## src/rtl/hsk_pkg.sv

```systemverilog
// Shared definitions for the multi-channel req/ack receiver: per-channel state
// encoding and a width helper for index and counter vectors.
package hsk_pkg;

   typedef logic [1:0] hsk_state_t;

   localparam hsk_state_t ST_IDLE = 2'd0;
   localparam hsk_state_t ST_PEND = 2'd1;
   localparam hsk_state_t ST_ACK  = 2'd2;

   // Bits needed to index n items; never less than 1.
   function automatic int unsigned clog2_min1(input int unsigned n);
      return (n < 2) ? 1 : $clog2(n);
   endfunction

endpackage

```

## src/rtl/hsk_sync_cell.sv

```systemverilog
// Single-bit reset-to-0 synchroniser chain of STAGES flops.
module hsk_sync_cell #(
   parameter int unsigned STAGES = 2
) (
   input  logic clk,
   input  logic rst_n,
   input  logic d,
   output logic q
);

   logic [STAGES-1:0] sync_q;
   logic [STAGES-1:0] sync_d;

   // Shift the asynchronous input one stage per clock.
   always_comb begin
      sync_d = {sync_q[STAGES-2:0], d};
   end

   // Synchroniser flops.
   always_ff @(posedge clk or negedge rst_n) begin
      if (!rst_n) sync_q <= '0;
      else        sync_q <= sync_d;
   end

   assign q = sync_q[STAGES-1];

endmodule

```

## src/rtl/hsk_multi_rx.sv

```systemverilog
// Multi-channel 4-phase req/ack receiver: synchronises each req_i, round-robin
// arbitrates pending channels into one valid/ready output register and returns
// ack_o to the granted source.
// Optional feature: define HSK_RX_TIMEOUT_EN to enable per-channel ACK-phase
// timeout counters driving the sticky err_timeout flags.
module hsk_multi_rx
   import hsk_pkg::*;
#(
   parameter  int unsigned CH          = 4,
   parameter  int unsigned BUS_WIDTH   = 8,
   parameter  int unsigned SYNC_STAGES = 2,
   parameter  int unsigned TO_CYCLES   = 255,
   localparam int unsigned CH_W        = clog2_min1(CH)
) (
   input  logic                    clk,
   input  logic                    rst_n,
   input  logic [CH-1:0]           req_i,
   input  logic [CH*BUS_WIDTH-1:0] data_i,
   output logic [CH-1:0]           ack_o,
   output logic                    m_valid,
   input  logic                    m_ready,
   output logic [BUS_WIDTH-1:0]    m_data,
   output logic [CH_W-1:0]         m_ch,
   output logic [CH-1:0]           err_timeout
);

   logic [CH-1:0]              req_s;
   hsk_state_t [CH-1:0]        state_q, state_d;
   logic [CH_W-1:0]            ptr_q, ptr_d;
   logic [CH-1:0]              ack_q, ack_d;
   logic                       m_valid_q, m_valid_d;
   logic [BUS_WIDTH-1:0]       m_data_q, m_data_d;
   logic [CH_W-1:0]            m_ch_q, m_ch_d;
   logic                       slot_free;
   logic                       gnt_vld;
   logic [CH_W-1:0]            gnt_idx;
   logic [CH_W-1:0]            cand;

   for (genvar g = 0; g < CH; g++) begin : g_sync
      hsk_sync_cell #(.STAGES(SYNC_STAGES)) u_sync (
         .clk   (clk),
         .rst_n (rst_n),
         .d     (req_i[g]),
         .q     (req_s[g])
      );
   end

   // Round-robin search from the pointer; a channel is eligible only while still requesting.
   always_comb begin
      gnt_vld   = 1'b0;
      gnt_idx   = '0;
      cand      = '0;
      slot_free = !m_valid_q || m_ready;
      for (int i = 0; i < int'(CH); i++) begin
         cand = CH_W'((int'(ptr_q) + i) % int'(CH));
         if (!gnt_vld && slot_free && state_q[cand] == ST_PEND && req_s[cand]) begin
            gnt_vld = 1'b1;
            gnt_idx = cand;
         end
      end
   end

   // Per-channel state register.
   always_ff @(posedge clk or negedge rst_n) begin
      if (!rst_n) begin
         for (int c = 0; c < int'(CH); c++) state_q[c] <= ST_IDLE;
      end else begin
         state_q <= state_d;
      end
   end

   // Per-channel next state: request, grant, and release of the 4-phase cycle.
   always_comb begin
      state_d = state_q;
      for (int c = 0; c < int'(CH); c++) begin
         case (state_q[c])
            ST_IDLE: if (req_s[c]) state_d[c] = ST_PEND;
            ST_PEND: begin
               if (gnt_vld && gnt_idx == CH_W'(c)) state_d[c] = ST_ACK;
               else if (!req_s[c])                 state_d[c] = ST_IDLE;
            end
            ST_ACK:  if (!req_s[c]) state_d[c] = ST_IDLE;
            default: state_d[c] = ST_IDLE;
         endcase
      end
   end

   // Output next values: ack follows ACK state, output register loads on grant.
   always_comb begin
      ack_d     = '0;
      m_valid_d = m_valid_q;
      m_data_d  = m_data_q;
      m_ch_d    = m_ch_q;
      ptr_d     = ptr_q;
      for (int c = 0; c < int'(CH); c++) begin
         ack_d[c] = (state_d[c] == ST_ACK);
         if (gnt_vld && gnt_idx == CH_W'(c)) m_data_d = data_i[c*BUS_WIDTH +: BUS_WIDTH];
      end
      if (gnt_vld) begin
         m_valid_d = 1'b1;
         m_ch_d    = gnt_idx;
         ptr_d     = (gnt_idx == CH_W'(CH - 1)) ? '0 : gnt_idx + CH_W'(1);
      end else if (m_ready) begin
         m_valid_d = 1'b0;
      end
   end

   // Output, acknowledge and arbitration-pointer registers.
   always_ff @(posedge clk or negedge rst_n) begin
      if (!rst_n) begin
         ack_q     <= '0;
         m_valid_q <= 1'b0;
         m_data_q  <= '0;
         m_ch_q    <= '0;
         ptr_q     <= '0;
      end else begin
         ack_q     <= ack_d;
         m_valid_q <= m_valid_d;
         m_data_q  <= m_data_d;
         m_ch_q    <= m_ch_d;
         ptr_q     <= ptr_d;
      end
   end

   assign ack_o   = ack_q;
   assign m_valid = m_valid_q;
   assign m_data  = m_data_q;
   assign m_ch    = m_ch_q;

`ifdef HSK_RX_TIMEOUT_EN
   localparam int unsigned TO_W = clog2_min1(TO_CYCLES + 1);

   logic [CH-1:0][TO_W-1:0] to_cnt_q, to_cnt_d;
   logic [CH-1:0]           err_q, err_d;

   // ACK-phase counters: clear on entry, count while req stays high, saturate.
   always_comb begin
      to_cnt_d = to_cnt_q;
      err_d    = err_q;
      for (int c = 0; c < int'(CH); c++) begin
         if (state_q[c] != ST_ACK && state_d[c] == ST_ACK) begin
            to_cnt_d[c] = '0;
         end else if (state_q[c] == ST_ACK && req_s[c] && to_cnt_q[c] != TO_W'(TO_CYCLES)) begin
            to_cnt_d[c] = to_cnt_q[c] + TO_W'(1);
         end
         if (state_q[c] == ST_ACK && to_cnt_d[c] == TO_W'(TO_CYCLES)) err_d[c] = 1'b1;
      end
   end

   // Timeout counters and sticky error flags.
   always_ff @(posedge clk or negedge rst_n) begin
      if (!rst_n) begin
         to_cnt_q <= '0;
         err_q    <= '0;
      end else begin
         to_cnt_q <= to_cnt_d;
         err_q    <= err_d;
      end
   end

   assign err_timeout = err_q;
`else
   assign err_timeout = '0;
`endif

endmodule
```

## config.mk

```make
export PLATFORM = sky130hd
export DESIGN_NAME = hsk_multi_rx
export DESIGN_NICKNAME = d
export VERILOG_FILES = /design/src/rtl/hsk_pkg.sv /design/src/rtl/hsk_sync_cell.sv /design/src/rtl/hsk_multi_rx.sv
export SDC_FILE = /design/constraint.sdc
export NUM_CORES = 1
export LEC_CHECK = 0
export ABC_AREA = 1
export CAP_MARGIN = 20
export CORE_AREA = 5 5 81 83
export CTS_BUF_LIST = sky130_fd_sc_hd__clkbuf_4 sky130_fd_sc_hd__clkbuf_8
export CTS_CLUSTER_SIZE = 24
export DETAILED_ROUTE_END_ITERATION = 10
export DIE_AREA = 0 0 86 88
export PLACE_DENSITY = 0.66
export SYNTH_ARGS = -nofsm -noshare
export SYNTH_HDL_FRONTEND = slang
export SYNTH_SLANG_ARGS = --single-unit
```

## constraint.sdc

```tcl
create_clock -name clk -period 3 [get_ports clk]
set_input_delay 0.6 -clock clk [delete_from_list [all_inputs] [get_ports clk]]
set_output_delay 0.6 -clock clk [all_outputs]
set_load 0.01 [all_outputs]
```

Word level (Yosys, flattened, before mapping). Cells that the tools add are included.

Register bits after elaboration: 33. Output and inout port bits: 19. Word-level logic and storage cells: 114.

Add/sub/neg operators: 4. $lt $le $gt $ge: 4. Eq/ne operators: 19. Multiplexer cells: 47. Reductions and logical operators: 27.

Operators by type and width (number): 2-to-1 mux 2 bit (21); 2-to-1 mux 8 bit (4); case mux 2 bit (3 select lines) (4); == test 2 bit, second input constant (10); == test 2 x 1 -> 1 bit, second input constant (9); binary-select mux 2 bit (select 2 bit) (4); logical AND 1 bit (15); less-than comparator 2 x 3 -> 1 bit, second input constant (4); logical NOT 2 bit (5); 2-to-1 mux 1 bit (10); binary-select mux 1 bit (select 2 bit) (4); adder 2 x 1 -> 2 bit, second input constant (2); adder 2 bit, second input constant (2); logical NOT 1 bit (4); nonzero test 4 bit (1); nonzero test 2 bit (1); logical OR 1 bit (1).

Longest topological paths before layout.
Depth after elaboration: 27. Mapped depth: 23. Mapped depth without buffers: 21.

By module. Synthesis repeated with hierarchy kept, for this count alone.

Cells, all modules: 266. Area, all modules: 1935.6 um^2.

By module, submodules not included: hsk_multi_rx (instances 1, cells an instance 258, area an instance 1735.4 um^2, sequential area each 625.6 um^2); hsk_sync_cell (instances 4, cells an instance 2, area an instance 50.0 um^2, sequential area each 50.0 um^2).

Worst setup path before layout. No wires, ideal clock.

Kind: register to register. Start point: reg ptr_q[0]. End point: reg m_data_q[7], in the netlist m_data[7]. Library setup time: 116 ps. Arrival: 2330 ps. Required time: 2884 ps. Setup slack: 554 ps. Stages on the path, launching flop included: 23. Buffers on the path: 3. Cell sequence: dfrtp_1 -> buf_6 -> nand2_1 -> nand2_1 -> nor2_1 -> nand2_1 -> nand2_1 -> o21ai_0 -> o21ai_0 -> o21ai_0 -> o21ai_0 -> inv_1 -> nand2_1 -> inv_1 -> ha_1 -> clkbuf_1 -> nand2_1 -> buf_2 -> nand2_1 -> nand3_1 -> nand2_1 -> nand2_1 -> nand2_1.

Cells in the longest elaborated chain, start to end: 26. Elaborated cells on any way between the ends: 57. Those cells by class: add/sub: 3; eq/ne: 7; mux: 27; reduce/logical: 20.

Ends and longest elaborated chain: from (decl) (line hsk_multi_rx.sv:29) `logic [CH_W-1:0] ptr_q, ptr_d;`; from (signal assigned) (line hsk_multi_rx.sv:121) `ptr_q <= ptr_d;`; binary-select mux 2 bit (select 2 bit) (line hsk_multi_rx.sv:56) `if (!gnt_vld && slot_free && state_q[cand] == ST_PEND && req_s[cand]) begin`; 2-to-1 mux 2 bit (implied by the code) (line hsk_multi_rx.sv:56); == test 2 x 1 -> 1 bit (line hsk_multi_rx.sv:56); logical AND 1 bit (2 in series) (line hsk_multi_rx.sv:56); 2-to-1 mux 1 bit (line hsk_multi_rx.sv:56); logical NOT 1 bit (line hsk_multi_rx.sv:56); logical AND 1 bit (3 in series) (line hsk_multi_rx.sv:56); 2-to-1 mux 1 bit (line hsk_multi_rx.sv:56); [4 not listed]; 2-to-1 mux 1 bit (line hsk_multi_rx.sv:56); logical NOT 1 bit (line hsk_multi_rx.sv:56); logical AND 1 bit (3 in series) (line hsk_multi_rx.sv:56); 2-to-1 mux 2 bit * (line hsk_multi_rx.sv:56); via gnt_idx[1] (line hsk_multi_rx.sv:36) `logic [CH_W-1:0] gnt_idx;`; == test 2 x 1 -> 1 bit (line hsk_multi_rx.sv:97) `if (gnt_vld && gnt_idx == CH_W'(c)) m_data_d = data_i[c*BUS_WIDTH +: BUS_WIDTH];`; logical AND 1 bit (line hsk_multi_rx.sv:97); 2-to-1 mux 8 bit (3 in series) (line hsk_multi_rx.sv:97); to (signal assigned) (line hsk_multi_rx.sv:119) `m_data_q <= m_data_d;`; to (decl) (line hsk_multi_rx.sv:32) `logic [BUS_WIDTH-1:0] m_data_q, m_data_d;`.

Mark *: on every way through the listed nets, which the timed path passes. The rest lies on a longest branch. The select of a mux whose other input is x is not followed. A chain may end at the register's enable or synchronous reset.

Final worst setup path. Ends and elaborated chain as after synthesis.

==> results.yml <==
cells_and_area:
  antenna_cells: 0
  multi_input_area_sq_um: 865.8
  fin_area_sq_um: 2665
  fin_nets: 370
  fillCellCount: 603
  postLayoutCoreUtil_pct: 46.10
  regArea_sq_um: 825.8
  drive_above_1_share_pct: 8.841
  stdcell_count: 403
  syn_to_final_growth_pct: 35.58
global_route:
  antenna_found_initial: 0
  overflow: 0
  grt_pass1_wl_microns: 7410
  grt_pass1_vias: 1688
  grt_use_total_pct: 12.78
  grt_max_degree: 34
min_path:
  hold_end: "g_sync[0].u_sync.sync_q[1]$_DFF_PN0_"
  hp-start: "g_sync[0].u_sync.sync_q[0]$_DFF_PN0_"
  hold_path.class: "flop to flop"
  hold_depth: 0
worst_setup_path:
  rr_startpoint: "ptr_q[0]$_DFFE_PN0P_"
  reg2reg_depth: 19
  worst_setup_path_start_kind: "flop"
  cp-end-kind: "flop"
  worstSetupPathType: "flop to flop"
  path_cells: "buf_4, nand2_1, nand2_1, nor2_1, nand2_1, nand2_1, nor2_4, nand2_1, o21ai_0, o21ai_0, inv_1, nand2_1, ha_1, nand2_1, nand2_1, inv_1, nand2_1, nand2_1, nand2_1"
  rr_endpoint: "m_data[7]$_DFFE_PN0P_"
  critPathRequiredTime_ns: 3.18
  arrival_ns: 2.84
  reg2reg_setup_slack_ns: 0.34
  slowest_stage: "dfrtp_1"
  slowest_delay_ns: 0.46
  cp_common_cell: "nand2_1"
  crit_fanout: 11
timing:
  rsz0062_at_grt: "no"
  worst_slack_ns: 0.3436
  hold_viol_final: 0
  setup_viol: 0
  post-route-min-period_ns: 2.656
  fin_crit_sh_pct: 88.55
  maxSlewViolCount: 0
  holdWs_ns: 0.3520
  finalSetupTns_ns: 0
  finClkSkew_ns: 0.008523
  fmax_ghz: 0.3764
synth:
  ys_seq_elements: 33
  yosysSeqAreaShare_pct: 42.01
  synth_area_sq_um: 1966
  yosysWarnings: 0
  synth_edf_count: 0
  synthArstFlopShare_pct: 100.0
  synthCells: 270
  yosys_most_used_dff: "dfrtp_1"
  syn_area_per_cell_sq_um: 7.280
  synthDistinctLibCells: 25
floorplan:
  die-area_sq_um: 7568
  die_w_microns: 86
  core.rowCount: 28
  core_area_sq_um: 5781
  dieHeight_microns: 88
  initial_core_util_pct: 34.00
  num_io_pins: 58
power:
  pwr-share-clk_pct: 11.1
  p_seq_share_pct: 22.0
  total_power_mw: 3.331
  p_sw_mw: 1.608
  pwr-share-comb_pct: 66.9
  p_int_mw: 1.723
  vdd_drop_max_v: 0.0005012
  power_density_nw_per_um2: 1250
  netSwitchingFraction_pct: 48.28
  leakagePower_nw: 1.400
drt:
  vias_per_cell: 4.471
  detail-route-antenna-nets: 0
  drc: 0
  vias: 1802
  first_iter_violations: 67
  routed_wirelength_microns: 4607
  dr.pass1.iters: 4
  wire_per_inst_microns: 11.43
clocking:
  cts_tree: "done"
  clk_pin_slew_ns: 0.07
  cts.sinks: 33
  cts-root-buf: "clkbuf_8"
  h-tree-depth: 2
  clk_latency_ns: 0.29
  clockBufferDepth: 2
  cts_made_buffers: 5
  cts_setup_buffers: 0
place:
  place_inst: 395
  numPortBuffers: 53
  dp_hpwl_microns: 3499
  place.gp.congestion: 0.8483
  dpl_cell_area_sq_um: 2559
  pre_cts_ws_ns: 0.08630
outcome:
  status: "completed"
run:
  cap_viol_max_count: 0
==> power by group through the flow <==
stage	registers, mW	logic (mW)	clock network [mW]
floorplan	0.765	1.64	0
global placement	0.739	2.18	0
detailed placement	0.743	2.22	0
CTS	0.734	2.24	0.385
global route	0.758	2.57	0.401
finish	0.733	2.23	0.371
==> placed cells by master (no fill, tap or decap), types with 2 or more instances in the layout <==
master	n
nor2_1	19
a21oi_1	6
nand2_1	78
buf_4	9
o21ai_1	2
o21ai_0	10
ha_1	3
nand3_1	32
dfrtp_1	33
inv_2	2
inv_1	45
nand2_2	4
o31ai_1	6
nand4_1	2
clkbuf_8	7
nand3b_1	3
conb_1	4
a22oi_1	2
clkdlybuf4s50_1	53
nand3_2	2
==> what timing repair did <==
action                                  CTS  global route
resized for setup                         0             3
endpoints found under the setup margin    0             9
hold buffers                              0             0
==> how the worst max path moves through the flow <==
stage | from | end | slack, ns | cells after the start
after floorplan | ptr_q[0]$_DFFE_PN0P_ | m_data[7]$_DFFE_PN0P_ | 0.55 | 22
after global placement | m_ready | m_data[6]$_DFFE_PN0P_ | 0.17 | 16
after detailed placement | m_ready | m_data[6]$_DFFE_PN0P_ | 0.09 | 16
after CTS | ptr_q[0]$_DFFE_PN0P_ | m_data[6]$_DFFE_PN0P_ | 0.20 | 20
after global routing | ptr_q[0]$_DFFE_PN0P_ | m_data[5]$_DFFE_PN0P_ | 0.02 | 20
final | ptr_q[0]$_DFFE_PN0P_ | m_data[7]$_DFFE_PN0P_ | 0.34 | 19
==> synthesized netlist by cell type (all sizes together) (2+ instances only) <==
cell,n,area share (%)
o21ai,13,3.9
o31ai,6,2.3
buf,14,5.4
nand3b,3,1.1
nand2,82,16
nand3,34,9.2
a21oi,6,1.5
inv,47,9.0
a22oi,2,0.76
ha,4,2.5
dfrtp,33,42
nor2,20,4.2
nand4,2,0.64
==> registers in the layout, indices dropped and copies added, names as in the netlist <==
| name | cells |
|---|---|
| ack_o | 4 |
| g_sync.u_sync.sync_q | 8 |
| m_ch | 2 |
| m_data | 8 |
| m_valid | 1 |
| ptr_q | 2 |
| state_q | 8 |
==> critical path: cells and delay by family, from the launching register on <==
family	cells	cell delay [ns]
buf+inv	3	0.31
compound gates	2	0.25
flops	1	0.46
fa+ha+maj	1	0.21
simple gates	13	1.30
==> area by class of cell <==
cell class                 count  share of cell area, %
clock buffer                   7                  3.615
clock inverter                 1                 0.1878
inverter                      48                  6.761
multi-input combinational    177                  32.49
sequential                    33                  30.99
tap                           75                  3.521
timing repair buffer          62                  22.44
==> routing by layer <==
layer / global-route usage (%) / vias up / routed length [microns]
li1: - / 939 / -
met1: 15.38 / 813 / 2038
met2: 20.60 / 45 / 2173
met3: 5.174 / 5 / 327
met4: 4.748 / 0 / 67
met5: 0 / - / 0
==> cell families (layout without fill, tap and decap cells) <==
family	Yosys count	in the layout	share of synthesized area, %
AND/OR/NAND/NOR	141	141	31.19
buffers and inverters	63	118	14.77
flip-flops	33	33	42.01
AO/OA/AOI/OAI	27	27	8.466
adder cells (fa/ha/maj)	4	4	2.546
other	1	4	0.1908
XOR/XNOR	1	1	0.8277
(Power assumes the default switching activity.)
